===== src/rtl/lcd_sched_pkg.sv =====
// ============================================================
// lcd_sched_pkg: shared state encoding and defaults for the vblank scheduler
// Rev 1.0
// ============================================================
`default_nettype none

package lcd_sched_pkg;

  typedef enum logic [1:0] {
    ST_IDLE  = 2'd0,
    ST_ARB   = 2'd1,
    ST_GRANT = 2'd2
  } sched_state_e;

  localparam int DEF_N_REQ        = 4;
  localparam int DEF_SLOT_TIMEOUT = 4096;
  localparam int DEF_FCNT_W       = 16;
  localparam int COORD_W          = 11;

endpackage

`default_nettype wire


===== src/rtl/lcd_rr_pick.sv =====
// ============================================================
// lcd_rr_pick: first pending bit at or after ptr_i, wrapping
// Rev 1.0
// ============================================================
`default_nettype none

module lcd_rr_pick
  import lcd_sched_pkg::*;
#(
  parameter int N_REQ = DEF_N_REQ,
  parameter int IDX_W = $clog2(N_REQ)
) (
  input  logic [N_REQ-1:0] pending_i,
  input  logic [IDX_W-1:0] ptr_i,
  output logic [N_REQ-1:0] onehot_o,
  output logic             valid_o,
  output logic [IDX_W-1:0] idx_o
);

  logic [IDX_W-1:0] pos;

  // Scan from the farthest candidate back to ptr_i so the nearest pending bit wins.
  always_comb begin
    valid_o = 1'b0;
    idx_o   = '0;
    pos     = '0;
    for (int k = N_REQ - 1; k >= 0; k--) begin
      pos = IDX_W'((int'(ptr_i) + k) % N_REQ);
      if (pending_i[pos]) begin
        valid_o = 1'b1;
        idx_o   = pos;
      end
    end
  end

  assign onehot_o = valid_o ? (N_REQ'(1) << idx_o) : '0;

endmodule

`default_nettype wire


===== src/rtl/lcd_vblank_scheduler.sv =====
// ============================================================
// lcd_vblank_scheduler: frame tick and round-robin update slots in vblank
// Rev 1.0
// ============================================================
`default_nettype none

module lcd_vblank_scheduler
  import lcd_sched_pkg::*;
#(
  parameter int N_REQ        = DEF_N_REQ,
  parameter int SLOT_TIMEOUT = DEF_SLOT_TIMEOUT,
  parameter int FCNT_W       = DEF_FCNT_W
) (
  input  logic               lcd_pclk,
  input  logic               rst_n,
  input  logic [COORD_W-1:0] pixel_xpos,
  input  logic [COORD_W-1:0] pixel_ypos,
  input  logic [COORD_W-1:0] h_disp,
  input  logic [COORD_W-1:0] v_disp,
  input  logic [N_REQ-1:0]   req,
  input  logic [N_REQ-1:0]   done,
  output logic [N_REQ-1:0]   gnt,
  output logic               vblank,
  output logic               frame_tick,
  output logic [N_REQ-1:0]   overrun,
  output logic [FCNT_W-1:0]  frame_cnt
);

  localparam int IDX_W = $clog2(N_REQ);
  localparam int CNT_W = (SLOT_TIMEOUT > 2) ? $clog2(SLOT_TIMEOUT) : 1;

  sched_state_e      state_q, state_d;
  logic [N_REQ-1:0]  gnt_q, gnt_d;
  logic [IDX_W-1:0]  gidx_q, gidx_d;
  logic [N_REQ-1:0]  served_q, served_d;
  logic [IDX_W-1:0]  rr_q, rr_d;
  logic [CNT_W-1:0]  cnt_q, cnt_d;
  logic              tick_q, tick_d;
  logic [N_REQ-1:0]  ovr_q, ovr_d;
  logic [FCNT_W-1:0] fcnt_q, fcnt_d;

  logic              fe, fs, done_g, timeout;
  logic [IDX_W-1:0]  next_g;
  logic [N_REQ-1:0]  pick_onehot;
  logic              pick_valid;
  logic [IDX_W-1:0]  pick_idx;

  assign fe      = (pixel_xpos == h_disp) && (pixel_ypos == v_disp) && (pixel_xpos != '0);
  assign fs      = (pixel_xpos == COORD_W'(1)) && (pixel_ypos == COORD_W'(1));
  assign done_g  = done[gidx_q];
  assign timeout = (cnt_q == CNT_W'(SLOT_TIMEOUT - 1));
  assign next_g  = (gidx_q == IDX_W'(N_REQ - 1)) ? '0 : gidx_q + IDX_W'(1);

  lcd_rr_pick #(
    .N_REQ (N_REQ),
    .IDX_W (IDX_W)
  ) u_pick (
    .pending_i (req & ~served_q),
    .ptr_i     (rr_q),
    .onehot_o  (pick_onehot),
    .valid_o   (pick_valid),
    .idx_o     (pick_idx)
  );

  always_comb begin
    state_d  = state_q;
    gnt_d    = gnt_q;
    gidx_d   = gidx_q;
    served_d = served_q;
    rr_d     = rr_q;
    cnt_d    = cnt_q;
    tick_d   = 1'b0;
    ovr_d    = '0;
    fcnt_d   = fcnt_q;
    unique case (state_q)
      ST_IDLE: begin
        if (fe) begin
          state_d  = ST_ARB;
          tick_d   = 1'b1;
          fcnt_d   = fcnt_q + FCNT_W'(1);
          served_d = '0;
        end
      end
      ST_ARB: begin
        if (fe) begin
          tick_d   = 1'b1;
          fcnt_d   = fcnt_q + FCNT_W'(1);
          served_d = '0;
        end else if (fs) begin
          state_d  = ST_IDLE;
          served_d = '0;
        end else if (pick_valid) begin
          state_d = ST_GRANT;
          gnt_d   = pick_onehot;
          gidx_d  = pick_idx;
          cnt_d   = '0;
        end
      end
      ST_GRANT: begin
        // Any exit revokes the slot; a coincident done always counts as a clean release.
        if (fe || fs || done_g || timeout) begin
          gnt_d = '0;
          rr_d  = next_g;
          if (!done_g) ovr_d = gnt_q;
          if (fe) begin
            state_d  = ST_ARB;
            tick_d   = 1'b1;
            fcnt_d   = fcnt_q + FCNT_W'(1);
            served_d = '0;
          end else if (fs) begin
            state_d  = ST_IDLE;
            served_d = '0;
          end else begin
            state_d  = ST_ARB;
            served_d = served_q | gnt_q;
          end
        end else begin
          cnt_d = cnt_q + CNT_W'(1);
        end
      end
      default: state_d = ST_IDLE;
    endcase
  end

  always_ff @(posedge lcd_pclk or negedge rst_n) begin
    if (!rst_n) begin
      state_q  <= ST_IDLE;
      gnt_q    <= '0;
      gidx_q   <= '0;
      served_q <= '0;
      rr_q     <= '0;
      cnt_q    <= '0;
      tick_q   <= 1'b0;
      ovr_q    <= '0;
      fcnt_q   <= '0;
    end else begin
      state_q  <= state_d;
      gnt_q    <= gnt_d;
      gidx_q   <= gidx_d;
      served_q <= served_d;
      rr_q     <= rr_d;
      cnt_q    <= cnt_d;
      tick_q   <= tick_d;
      ovr_q    <= ovr_d;
      fcnt_q   <= fcnt_d;
    end
  end

  assign gnt        = gnt_q;
  assign vblank     = (state_q != ST_IDLE);
  assign frame_tick = tick_q;
  assign overrun    = ovr_q;
  assign frame_cnt  = fcnt_q;

endmodule

`default_nettype wire

===== config.mk =====
export PLATFORM = sky130hd
export DESIGN_NAME = lcd_vblank_scheduler
export DESIGN_NICKNAME = d
export VERILOG_FILES = /design/src/rtl/lcd_sched_pkg.sv /design/src/rtl/lcd_rr_pick.sv /design/src/rtl/lcd_vblank_scheduler.sv
export SDC_FILE = /design/constraint.sdc
export NUM_CORES = 1
export LEC_CHECK = 0
export BUFFER_PORTS_ARGS = -buffer_cell sky130_fd_sc_hd__buf_2
export CORE_ASPECT_RATIO = 1.2
export CORE_UTILIZATION = 45
export CTS_BUF_LIST = sky130_fd_sc_hd__clkbuf_8
export CTS_CLUSTER_DIAMETER = 80
export CTS_CLUSTER_SIZE = 12
export DETAILED_ROUTE_END_ITERATION = 12
export MAX_ROUTING_LAYER = met4
export PLACE_DENSITY = 0.71
export SKIP_CTS_REPAIR_TIMING = 1
export SLEW_MARGIN = 20
export SYNTH_ARGS = -nofsm -noshare
export SYNTH_HDL_FRONTEND = slang
export SYNTH_SLANG_ARGS = --single-unit

===== constraint.sdc =====
create_clock -name lcd_pclk -period 3 [get_ports lcd_pclk]
set_clock_uncertainty 0.05 [all_clocks]
set_input_delay 0.3 -clock lcd_pclk [delete_from_list [all_inputs] [get_ports lcd_pclk]]
set_output_delay 0.3 -clock lcd_pclk [all_outputs]
set_load 0.02 [all_outputs]

==> run metrics, run 1 <==
status finished, final reports clean; Setup CP Type flip-flop to flip-flop; initial antenna violation count 0; Synth Area in Simple Gates 0.2121; # clock sinks 47; clk root buf clkbuf_8; worst-margin pin slew 595.0 ps; Critical Path Fanout Max 13; post-synthesis mux area share 0.02997; CTS Buf Count 5; FMAX 435.0 MHz; Die Ht approximately 87 um; post-synthesis adder-cell area fraction 0.01383; MaxCap Viol Count 0; Yosys warning count 0; timing endpoint of the critical path cnt_q[5]; antenna diode count 0; sequential share of the synthesized area 0.4334; WHS 417.1 ps; Clock Latency Late Sink slightly above 300 ps; Core Area roughly 5700 um2; Starting Density 0.4725; Critical Path RT approximately 3100 ps; dpl ws 633.0 ps; Via density between 5 and 6; Worst-path clk slew ~90 ps; #FFs+latches synth 47; Area growth syn-to-layout 20.52%; Fin Setup TNS 0 ps; Die W 72.89 um; Peak supply drop between 0.3 and 0.4 mV; # IOs 80; first-pass GRT wire length 9252 um; Crit. End Element flip-flop; pins over their slew limit 0; GP Congestion 0.8204; Final Util 0.5695; synthesized instance count 259; Most used DFF post-synth dfrtp_1; minimum clock period approximately 2300 ps; Rows 30; RSZ-0062 raised after global routing false; Syn Area/Cell 10.48 um2; Remaining Overflow, GRT 0; Syn Nets 316; final-report hold violation count 0; post-DP HPWL 4443 um; Synth Cell Area 2714 um2; I/O Buffers 79; largest net degree at the start of global routing between 40 and 50; Synth Area in Compound Gates 0.1508; setup violators final 0; Max-slew headroom 0.5997; Avg WL per Cell 13.93 um; final net count approximately 390; Power Dens Cells 407.7 nW/um2; die footprint 6347 um2; Startpoint Class flip-flop; layout cells sized above 1 0.3145; CTS tree done; post-synthesis cell type count 57; final setup margin about 700 ps; Max Root-Sink Buffers 2; reg2reg path depth 6; 1st-iter DRT viols 121; min-delay worst type flip-flop to flip-flop; DR pass1 iterations 4; P_leak 1.586 nW; DR DRC count 0; Final Cycle Share 0.7663; Vias 2262; R2R Setup Slk ~700 ps; Final ANT Viol Nets 0; wirelength, routed 5808 um; most frequent cells in the layout buf_2, dfrtp_1, xor2_1; Post-synth EDFFs 0; origin of the critical flop-to-flop path gidx_q[0]; vias in the first global route 2134; ys async rst share 1.000; CTS H-tree depth 2; R2R Path End cnt_q[5]; most common cell after layout, fill and taps aside buf_2; crit path DAT 2430 ps; CP startpoint gidx_q[0]; main combinational cell family by area after synthesis simple AND/OR/NAND/NOR gates; Post-Synth XOR/XNOR Area 0.1194; Tot GR Track Use 0.1932
## registers in the layout, summed over array words and instances, names as in the netlist
register	flops
frame_cnt	16
served_q	4
frame_tick	1
rr_q	2
gidx_q	2
state_q	2
cnt_q	12
gnt	4
overrun	4
## logic make-up (layout without fill, tap and decap cells)
logic type	Yosys count	in the layout
XOR/XNOR	37	37
buffers and inverters	19	97
multiplexers	6	6
AO/OA/AOI/OAI	56	56
flip-flops	47	47
AND/OR/NAND/NOR	91	91
adder cells (fa/ha/maj)	3	3
## layout make-up
cell class | count | area, um2
clock buffers | 6 | 82.58
clock inverters | 2 | 38.79
fillers | 523 | 2472
inverters | 8 | 30.03
multi-input cells | 193 | 1428
flip-flops and latches | 47 | 1176
well taps | 80 | 100.1
repair buffers | 81 | 415.4
## Yosys cell counts, drive strengths merged, types with 7 or more instances
library cell	count	share of area
and3	10	0.024
buf	8	0.025
a21oi	7	0.013
xor2	20	0.065
dfrtp	47	0.43
nand2	8	0.012
nor4	10	0.023
nand3	8	0.015
nor2	11	0.018
nand4	13	0.030
a31oi	7	0.022
xnor2	17	0.055
inv	8	0.011
o21ai	18	0.039
## routing by layer
| layer | vias up | global-route usage | share of wire |
|---|---|---|---|
| li1 | 1103 | - | - |
| met1 | 1070 | 0.2159 | 0.43 |
| met2 | 82 | 0.3398 | 0.49 |
| met3 | 7 | 0.04514 | 0.067 |
| met4 | 0 | 0.05882 | 0.011 |
| met5 | - | - | 0 |
## worst min-delay path by stage
stage | start | end | slack (ps) | cells past startpoint
finish | frame_cnt[15] | frame_cnt[15] | 420 | 1
global route | frame_cnt[15] | frame_cnt[15] | 430 | 1
CTS | rst_n | overrun[2] | 170 | 1
detailed placement | frame_cnt[15] | frame_cnt[15] | 410 | 1
global placement | frame_cnt[15] | frame_cnt[15] | 410 | 1
floorplan | rst_n | cnt_q[0] | -50 | 0
## worst max-delay path, cell delays in order, from the launching register on
cell	delay (ps)
dfrtp_1	420
mux4_2	620
a41o_1	270
o22ai_2	150
o211ai_2	280
o21ai_0	260
o21ai_0	110
## power breakdown
part	switching, mW	internal, mW	total (mW)
registers	0.0251	0.653	0.678
logic	0.0842	0.0802	0.164
clock network	0.217	0.274	0.491
## per-stage QoR
stage               total power [mW]  instances  instance area [um2]
CTS                            1.349        416                 3258
floorplan                     0.7730        259                 2714
global route                   1.392        417                 3271
detailed placement            0.8559        408                 3137
global placement              0.8509        408                 3137
finish                         1.334        417                 3271
(Power assumes the default switching activity.)
==> run 2: changes to the inputs <==
Settings changed: ABC_AREA set to 1, PLACE_DENSITY 0.71 to 0.72.
Clock period 3 ns to 2 ns, I/O delays scaled along.
==> run metrics, run 2 <==
post-DP HPWL 5579 um; Yosys warning count 0; most common cell after layout, fill and taps aside nand2_1; die footprint 7381 um2; MaxCap Viol Count 0; Die Ht 93.92 um; clk root buf clkbuf_8; FMAX between 500 and 600 MHz; min-delay worst type input port to flip-flop; R2R Setup Slk 110 ps; P_leak 2.264 nW; final setup margin 109.8 ps; initial antenna violation count 0; setup violators final 0; Startpoint Class flip-flop; Max Root-Sink Buffers 2; minimum clock period 1890 ps; Most used DFF post-synth dfrtp_1; most frequent cells in the layout nand2_1, buf_2, inv_1; most numerous cell in the Yosys netlist nand2_1; Fin Setup TNS 0 ps; Starting Density 0.4650; antenna diode count 0; final-report hold violation count 0; number of flip-flops in the largest register 16; ys async rst share 1.000; Via density 4.798; final net count slightly above 600; Critical Path RT 2150 ps; Syn Area/Cell 6.712 um2; largest area contributor in the netlist dfrtp_1; DR pass1 iterations 4; Final Cycle Share 0.9451; Tot GR Track Use 0.2164; Final ANT Viol Nets 0; Core Area 6813 um2; Rows 33; pins over their slew limit 0; Setup CP Type flip-flop to flip-flop; crit path DAT 2040 ps; post-synthesis cell type count 32; vias in the first global route about 3100; Critical Path Fanout Max 5; Peak supply drop 0.3576 mV; Max-slew headroom 0.6090; largest net degree at the start of global routing 48; Vias 3128; status finished, final reports clean; Area growth syn-to-layout 22.67%; 1st-iter DRT viols 103; dpl ws 84.77 ps; sequential share of the synthesized area 0.3712; Synth top area share 0.3712; Die W 78.60 um; # IOs 80; Remaining Overflow, GRT 0; first-pass GRT wire length about 13000 um; Crit. End Element flip-flop; Avg WL per Cell 10.98 um; worst-margin pin slew roughly 600 ps; final instance area 3886 um2; # clock sinks 47; Syn Nets 529; I/O Buffers 79; layout cells sized above 1 0.2212; Post-synth EDFFs 0; Worst-path clk slew around 90 ps; Post-synth top cells nand2_1, inv_1, nor2_1, dfrtp_1, nand3_1; CTS Buf Count 5; DR DRC count 0; RSZ-0062 raised after global routing true; Power Dens Cells 501.2 nW/um2; top area cells in the synthesized netlist dfrtp_1, nand2_1, inv_1, nor2_1, nand3_1; Clock Latency Late Sink ~300 ps; DP Area 3709 um2; synthesized instance count 472; CTS H-tree depth 2; wirelength, routed 7162 um; Final Util 0.5704; GP Congestion ~0.85; Synth Cell Area about 3200 um2; CTS tree done; #FFs+latches synth 47
-- run 2: logic make-up after synthesis --
logic type,share of synthesized area
AO/OA/AOI/OAI,0.04581
XOR/XNOR,0.06359
adder cells (fa/ha/maj),0.01185
buffers and inverters,0.09992
flip-flops,0.3712
AND/OR/NAND/NOR,0.4076
-- run 2: power breakdown --
group / switching (mW) / leakage (nW) / internal (mW) / total, mW
Combinational: 0.109 / 1.61 / 0.0772 / 0.186
Clock: 0.317 / 0.0695 / 0.494 / 0.811
Sequential: 0.000422 / 0.587 / 0.950 / 0.950
Total: 0.426 / 2.26 / 1.52 / 1.95
-- run 2: critical path, stage by stage, from the launching register on --
cell and delay [ps]:
dfrtp_1 400, ha_2 200, nand3_1 120, nor2_2 210, nand3_1 100, o21ai_1 140, inv_1 90, nand4_4 160
nand3_1 170, nand2_1 90, nand2_1 50
-- run 2: per-stage QoR --
step           hold slack (ps)  power, mW  instances
6_report                 245.2      1.948        652
5_1_grt                  294.7      2.034        652
4_1_cts                 -54.42      1.978        651
3_5_place_dp             284.5      1.155        643
3_3_place_gp             276.1      1.151        643
2_1_floorplan           -145.6      1.052        472
-- run 2: metal layers --
layer	wire length (um)	global-route usage	share of wire	vias up
met5	0	-	0	-
met4	100	0.06944	0.014	0
met3	162	0.02136	0.023	9
met2	3723	0.3935	0.52	54
met1	3176	0.2483	0.44	1407
li1	-	-	-	1658
-- run 2: final timing paths --
check	cells past startpoint	start	end
setup reg to reg	10	cnt_q[0]	gnt[0]
min in group asynchronous	3	rst_n	overrun[1]
max in group asynchronous	3	rst_n	rr_q[0]
hold reg to reg	1	frame_cnt[15]	frame_cnt[15]
setup / recovery	10	cnt_q[0]	gnt[0]
hold / removal	6	h_disp[2]	frame_tick
-- run 2: area by class of cell --
cell class	instances	area [um2]
Clock buffer	5	68.82
Fill cell	658	2927
Multi-Input combinational cell	347	1709
Clock inverter	3	63.81
Sequential cell	47	1177
Timing Repair Buffer	91	488.0
Tap cell	87	108.9
Inverter	72	270.3
==> run 3: changes to the inputs <==
Settings changed: PLACE_DENSITY 0.72 to 0.71, SYNTH_HIERARCHICAL set to 1.
==> run metrics, run 3 <==
status finished, final reports clean; DP Area 4000 um2; most frequent cells in the layout nand2_1, buf_2, inv_1; CTS H-tree depth 2; P_leak 2.494 nW; ys async rst share 1.000; kind of cell adding the most delay to the critical path simple AND/OR/NAND/NOR gates; Area growth syn-to-layout 29.35%; initial antenna violation count 0; Most used DFF post-synth dfrtp_1; FMAX 506.5 MHz; most common cell after layout, fill and taps aside nand2_1; fin cells approximately 730; Clock Power Share 0.171; Core Area 7360 um2; Worst-path clk slew around 90 ps; Die W approximately 82 um; critical path's largest stage delay ~430 ps; Syn Nets 595; Post-synth EDFFs 0; MaxCap Viol Count 0; filler instances about 650; Final Util 0.6076; Comb pwr share 0.567; post-synthesis cell type count 31; dpl ws 40.39 ps; Final ANT Viol Nets 0; #FFs+latches synth 47; # IOs 80; largest area contributor in the netlist dfrtp_1; top routing layer in use met4; final-report hold violation count 0; Critical Path Fanout Max 8; final net count 698; CTS Buf Count 5; Startpoint Class flip-flop; sequential share of the synthesized area 0.3402; Setup CP Type flip-flop to flip-flop; Int Power 2.668 mW; Syn Area/Cell 6.426 um2; Post-synth top cells nand2_1, inv_1, nor2_1, dfrtp_1, nand3_1; Synth Cell Area around 3500 um2; Vias 3625; met2 routed WL 4381 um; layout cells sized above 1 0.3037; worst path cell trace nor2_4, inv_1, nand2_2, nand3_2, nand2_2, inv_2, nand4_1, nand4_1, nand2_8, clkbuf_16, nand2_2, o21ai_1; Power Dens Cells 1067 nW/um2; min-delay worst type input port to flip-flop; net switching power 2.104 mW; vias in the first global route 3360; final setup margin 25.68 ps; Avg WL per Cell around 11 um; Via density 4.952; Max Root-Sink Buffers 2; Tot GR Track Use 0.2149; Rows 34; crit path DAT 2150 ps; # clock sinks 47; Max-slew headroom 0.6106; Worst path slowest cell dfrtp_1; Remaining Overflow, GRT 0; met1 WL 3572 um; Switching Fraction 0.4409; met3 wire len 302 um; Critical Path RT 2180 ps; Yosys warning count 6; Die Ht 98.02 um; Seq pwr share 0.262; die footprint about 8000 um2; DR DRC count 0; RSZ-0062 raised after global routing true; most numerous cell in the Yosys netlist nand2_1; largest net degree at the start of global routing 48; first-pass GRT wire length 13640 um; final instance area approximately 4500 um2; CTS tree done; worst-margin pin slew 584.1 ps; placed cells 711; number of flip-flops in the largest register 16; Peak supply drop 0.5900 mV; Clock Latency Late Sink ~300 ps; GP Congestion between 0.8 and 0.9; most used cell, CP nand2_2; Synth top area share 0.3402; antenna diode count 0; wirelength, routed 8395 um; pins over their slew limit 0; 1st-iter DRT viols 119; I/O Buffers 79; Starting Density 0.4697; setup violators final 0; post-DP HPWL between 6000 and 7000 um; Crit. End Element flip-flop; minimum clock period 1974 ps; Final Cycle Share 0.9872; top area cells in the synthesized netlist dfrtp_1, nand2_1, inv_1, nor2_1, nand3_1; DR pass1 iterations 4; critical path buffer and inverter count 3; synthesized instance count around 540; clk root buf clkbuf_8
==> run 3: changes by cell type after synthesis, moves of 4 or more <==
cell and delta:
o21ai_1 +11, nand2_1 +18, o21ai_0 -6, nor3_1 +4, nor2_1 +6, inv_1 +6, a21oi_1 +4, inv_2 +18
==> run 3: final timing paths <==
kind,start,to,slack [ps],depth (start not counted)
max in group asynchronous,rst_n,rr_q[0],1020,3
setup reg to reg,served_q[3],cnt_q[4],30,12
hold reg to reg,frame_cnt[4],frame_cnt[4],450,1
setup / recovery,served_q[3],cnt_q[4],30,12
min in group asynchronous,rst_n,served_q[3],460,3
hold / removal,done[0],overrun[0],380,5
==> run 3: layout make-up <==
cell class                      instances  area [um2]  area share
Multi-Input combinational cell        389        2061      0.4608
Clock buffer                            5       68.82     0.01539
Timing Repair Buffer                  101       618.1      0.1382
Sequential cell                        47        1179      0.2636
Clock inverter                          3       63.81     0.01427
Inverter                               97       369.1     0.08254
Tap cell                               90       112.6     0.02518
==> run 3: per-stage QoR <==
| stage | setup TNS [ps] | hold slack (ps) | power (mW) |
|---|---|---|---|
| detailed placement | 0 | 279.4 | 3.262 |
| floorplan | 0 | -145.6 | 2.742 |
| global placement | 0 | 275.3 | 3.214 |
| CTS | 0 | -50.19 | 4.088 |
| global route | -849.4 | 410.3 | 5.107 |
| finish | 0 | 381.0 | 4.772 |
==> run 3: cell families (layout without fill, tap and decap cells) <==
| kind of cell | after synthesis | after routing | synth area share |
|---|---|---|---|
| AND/OR/NAND/NOR | 331 | 331 | 0.4253 |
| buffers and inverters | 102 | 206 | 0.1183 |
| flip-flops | 47 | 47 | 0.3402 |
| AO/OA/AOI/OAI | 35 | 35 | 0.05465 |
| XOR/XNOR | 20 | 20 | 0.05067 |
| adder cells (fa/ha/maj) | 3 | 3 | 0.01086 |
==> run 3: tightest hold or removal path: stages <==
cell and delay, ps:
buf_2 70, nor2_1 30, o22a_1 260, nand2_1 90, nor2_1 40
==> run 3: layer usage <==
| layer | track usage | vias to the layer above |
|---|---|---|
| li1 | - | 1886 |
| met1 | 0.2516 | 1629 |
| met2 | 0.3776 | 93 |
| met3 | 0.02991 | 17 |
| met4 | 0.05263 | 0 |
| met5 | - | - |
==> run 3: power groups by stage <==
stage | Combinational [mW] | Sequential (mW) | Clock [mW]
after floorplan | 1.49 | 1.25 | 0
after global placement | 1.96 | 1.25 | 0
after detailed placement | 2.01 | 1.25 | 0
after CTS | 2.03 | 1.23 | 0.828
after global routing | 2.98 | 1.27 | 0.860
final | 2.71 | 1.25 | 0.816
